### src/rtl/demux_stream.sv
// Registered, flow-controlled 1-to-N stream demultiplexer with a one-beat holding register per channel.
// Optional saturating drop counter enabled by defining DEMUX_STREAM_ERR_CNT_EN.
module demux_stream #(
    parameter int NUM_OUTPUTS = 5,
    parameter int DATA_WIDTH  = 8,
    localparam int SEL_WIDTH  = $clog2(NUM_OUTPUTS)
) (
    input  logic                              i_clk,
    input  logic                              i_rst_n,
    input  logic [DATA_WIDTH-1:0]             i_data_bus,
    input  logic [SEL_WIDTH-1:0]              i_select,
    input  logic                              i_valid,
    output logic                              o_ready,
    output logic [NUM_OUTPUTS*DATA_WIDTH-1:0] o_output,
    output logic [NUM_OUTPUTS-1:0]            o_valid,
    input  logic [NUM_OUTPUTS-1:0]            i_ready,
    output logic                              o_drop,
    output logic [7:0]                        o_err_count
);

    localparam logic [SEL_WIDTH:0] NUM_OUT_W = (SEL_WIDTH + 1)'(NUM_OUTPUTS);

    logic [NUM_OUTPUTS-1:0]            r_valid;
    logic [NUM_OUTPUTS*DATA_WIDTH-1:0] r_data;
    logic                              r_drop;

    logic [NUM_OUTPUTS-1:0] w_hit;
    logic [NUM_OUTPUTS-1:0] w_load;
    logic                   w_in_range;
    logic                   w_accept;
    logic                   w_drop_next;

    // Decode the select into a one-hot channel hit vector.
    always_comb begin
        w_hit = {NUM_OUTPUTS{1'b0}};
        for (int k = 0; k < NUM_OUTPUTS; k++) begin
            if (i_select == SEL_WIDTH'(k)) begin
                w_hit[k] = 1'b1;
            end else begin
                w_hit[k] = 1'b0;
            end
        end
    end

    // Handshake: out-of-range beats are always swallowed; in-range ones need room on the target.
    always_comb begin
        w_in_range = ({1'b0, i_select} < NUM_OUT_W);
        if (w_in_range) begin
            o_ready = |(w_hit & (~r_valid | i_ready));
        end else begin
            o_ready = 1'b1;
        end
        w_accept    = i_valid & o_ready;
        w_drop_next = w_accept & ~w_in_range;
        if (w_accept & w_in_range) begin
            w_load = w_hit;
        end else begin
            w_load = {NUM_OUTPUTS{1'b0}};
        end
    end

    // Per-channel holding registers: a load wins over a drain so drain+load keeps the slot full.
    always_ff @(posedge i_clk or negedge i_rst_n) begin
        if (!i_rst_n) begin
            r_valid <= {NUM_OUTPUTS{1'b0}};
            r_data  <= {(NUM_OUTPUTS*DATA_WIDTH){1'b0}};
        end else begin
            for (int k = 0; k < NUM_OUTPUTS; k++) begin
                if (w_load[k]) begin
                    r_valid[k]                          <= 1'b1;
                    r_data[k*DATA_WIDTH +: DATA_WIDTH]  <= i_data_bus;
                end else if (r_valid[k] & i_ready[k]) begin
                    r_valid[k] <= 1'b0;
                end else begin
                    r_valid[k] <= r_valid[k];
                end
            end
        end
    end

    // One-cycle drop flag for each discarded beat.
    always_ff @(posedge i_clk or negedge i_rst_n) begin
        if (!i_rst_n) begin
            r_drop <= 1'b0;
        end else begin
            r_drop <= w_drop_next;
        end
    end

`ifdef DEMUX_STREAM_ERR_CNT_EN
    logic [7:0] r_err_count;

    // Saturating drop counter, updated together with the drop flag so both appear in the same cycle.
    always_ff @(posedge i_clk or negedge i_rst_n) begin
        if (!i_rst_n) begin
            r_err_count <= 8'h00;
        end else if (w_drop_next && (r_err_count != 8'hFF)) begin
            r_err_count <= r_err_count + 8'h01;
        end else begin
            r_err_count <= r_err_count;
        end
    end

    assign o_err_count = r_err_count;
`else
    assign o_err_count = 8'h00;
`endif

    assign o_valid  = r_valid;
    assign o_output = r_data;
    assign o_drop   = r_drop;

endmodule

### config.mk
export PLATFORM = sky130hd
export DESIGN_NAME = demux_stream
export DESIGN_NICKNAME = d
export VERILOG_FILES = /design/src/rtl/demux_stream.sv
export SDC_FILE = /design/constraint.sdc
export NUM_CORES = 1
export LEC_CHECK = 0
export ABC_AREA = 1
export BUFFER_PORTS_ARGS = -buffer_cell sky130_fd_sc_hd__buf_2
export CAP_MARGIN = 10
export CORE_MARGIN = 2
export CORE_UTILIZATION = 50
export CTS_BUF_LIST = sky130_fd_sc_hd__clkbuf_16
export CTS_CLUSTER_SIZE = 40
export DETAILED_ROUTE_END_ITERATION = 16
export GPL_TIMING_DRIVEN = 0
export PLACE_DENSITY = 0.89
export SYNTH_ARGS = -nofsm -noshare
export SYNTH_HDL_FRONTEND = slang
export SYNTH_SLANG_ARGS = --single-unit
### constraint.sdc
create_clock -name i_clk -period 2.4 [get_ports i_clk]
set_input_delay 0.24 -clock i_clk [delete_from_list [all_inputs] [get_ports i_clk]]
set_output_delay 0.24 -clock i_clk [all_outputs]
set_load 0.005 [all_outputs]
==> out/qor.csv <==
metric;value;unit
synth.ff_latch_count;46;
fmax;582.8;MHz
finClkSkew;1.374;ps
grt_usage;0.2381;
post_cts_buffers;0;
core_area;4029;um2
clockRootBuffer;clkbuf_16;
setup-violations-final;0;
gp_congestion;0.8357;
die_area;4736;um2
cp-start-kind;register;
grt_start_max_net_pins;47;
crit_fanout;10;
p_per_area;797.9;nW/um2
endpoint_kind;primary output;
synth_area_leaders;dfrtp_1 55%, nand2_1 17%, nand4_1 12%, buf_4 3.2%, buf_6 2.7%;
cts_tree;done;
port_buffers;64;
fp.dieW;68.82;um
vias;1880;
drive_gt1_frac;0.3057;
worstSetupPathType;register to primary output;
die_h;68.82;um
clk_latency;290;ps
gr-total-overflow;0;
avgSynthCellArea;8.939;um2
io_pins;74;
vdd_drop_max;0.4185;mV
synth.area.mux_share;0;
rsz0062_at_grt;false;
cts_made_buffers;5;
routed_via_density;5.165;
slew_viol_final;0;
antenna_found_initial;0;
final_cell_mix;96 x nand2_1, 64 x buf_2, 46 x dfrtp_1, 40 x nand4_1, 11 x inv_1;
p_leak;1.549;nW
row_count;23;
hold_viol;0;
setup_tns;0;ps
clockBufferDepth;2;
crit_family;buffers and inverters;
fin_hold_ws;118.5;ps
worst_path_max_delay_cell;dfrtp_1;
r2r_setup_slack;980;ps
path_clk_slew;60;ps
grt_pass1_vias;1747;
cts.sinks;46;
status;finished clean;
arrival;1480;ps
yosysTopAreaCell;dfrtp_1;
maxCapViolCount;0;
critPathBufInv;4;
min_path_type;input port to async pin;
reg2reg_from;o_valid[1]$_DFFE_PN0P_;
rr_worst_depth;9;
drt_iter0_drc;171;
ant_nets;0;
mostFrequentLayoutCell;nand2_1;
n_fill_cell;344;
layout.cells.non_filler;364;
synth_top_area_frac;0.5479;
holdBufCountCts;0;
syn_inst;235;
max_stage_delay;380;ps
post_drt_wl_per_cell;13.97;um
synth_top_family_by_area;simple AND/OR/NAND/NOR gates;
nets;332;
place_hpwl;3.674;mm
min_period_over_period;0.7149;
drcViolationCount;0;
wl;5.086;mm
start_util;0.5214;
synthXorXnorAreaFrac;0;
first_pass_iters;5;
layout_min_cycle_time;1716;ps
synthesis.area;2101;um2
htree_levels;2;
synth_adder_area_share;0;
slew_headroom;0.3431;
grt_pass1_wl;8.211;mm
syn2layout_area_growth;26.21;%
ys.warnings.count;0;
r2r_end;o_output[31]$_DFFE_PN0P_;
synth_compound_area_frac;0.002978;
ctsResizeCount;0;
ys_seq_area_frac;0.5479;
worst_pin_slew;985.3;ps
yosys.area_share.simple;0.3580;
synth_cell_type_count;17;
post-place-cells;356;
cp_cell_sequence;nand2_1 -> nand3_1 -> nand2_1 -> inv_1 -> nand2_2 -> buf_6 -> buf_6 -> buf_2;
worstPathRequired;2160;ps
fin_total_pwr;2.115;mW
n_antenna_cell;0;
==> Yosys cell counts, drive strengths merged <==
library cell  count
dfrtp            46
clkbuf            5
inv              12
nand3             8
nor2              8
buf              14
nand4            40
nor3              2
conb              1
nand2            98
a31oi             1
==> stage by stage <==
stage,setup slack [ps],util,area (um2)
detailed placement,693.1,0.6230,2510
global route,541.5,0.6581,2651
finish,684.2,0.6581,2651
CTS,677.6,0.6581,2651
global placement,774.1,0.6230,2510
floorplan,1102,-,2127
==> kinds of logic (layout without fill, tap and decap cells) <==
| family | after synthesis | after routing |
|---|---|---|
| compound gates | 1 | 1 |
| buf+inv | 31 | 103 |
| flops | 46 | 46 |
| other cells | 1 | 8 |
| simple gates | 156 | 156 |
==> how the worst max path moves through the flow <==
stage | startpoint | to | slack, ps | cells past startpoint
after floorplan | i_select[2] | o_output[0]$_DFFE_PN0P_ | 1100 | 10
after global placement | i_select[1] | o_ready | 770 | 10
after detailed placement | i_select[1] | o_output[3]$_DFFE_PN0P_ | 690 | 7
after CTS | o_valid[1]$_DFFE_PN0P_ | o_ready | 680 | 8
after global routing | i_select[1] | o_ready | 540 | 10
final | o_valid[1]$_DFFE_PN0P_ | o_ready | 680 | 8
==> layer usage <==
layer,vias to the layer above,wire length [um],global-route usage
li1,922,-,-
met1,875,2106,0.3172
met2,75,2410,0.3714
met3,8,479,0.06656
met4,0,89,0.08824
met5,-,0,0
==> worst reg2reg max path: cells and delay by family (launching register included) <==
kind / cells / cell delay [ps]
DFF: 1 / 380
buffers and inverters: 2 / 210
and+or+nand+nor: 7 / 720
==> power by group <==
part	internal [mW]	leakage (nW)	switching, mW	total, mW
Combinational	0.201	0.896	0.246	0.446
Sequential	0.926	0.585	0.0782	1.00
Clock	0.380	0.0672	0.285	0.665
==> final cells by class <==
class,count,area (um2),share of cell area
Buffer,19,142.6,0.05380
Clock buffer,5,125.1,0.04719
Clock inverter,3,16.27,0.006135
Inverter,12,45.04,0.01699
Multi-Input combinational cell,165,788.3,0.2973
Sequential cell,46,1151,0.4342
Tap cell,50,62.56,0.02360
Timing Repair Buffer,64,320.3,0.1208
==> state kept, by name, summed over array words and instances (netlist names) <==
| register | flops |
|---|---|
| o_output | 40 |
| o_drop | 1 |
| o_valid | 5 |
Power figures use the tool's default switching activity.
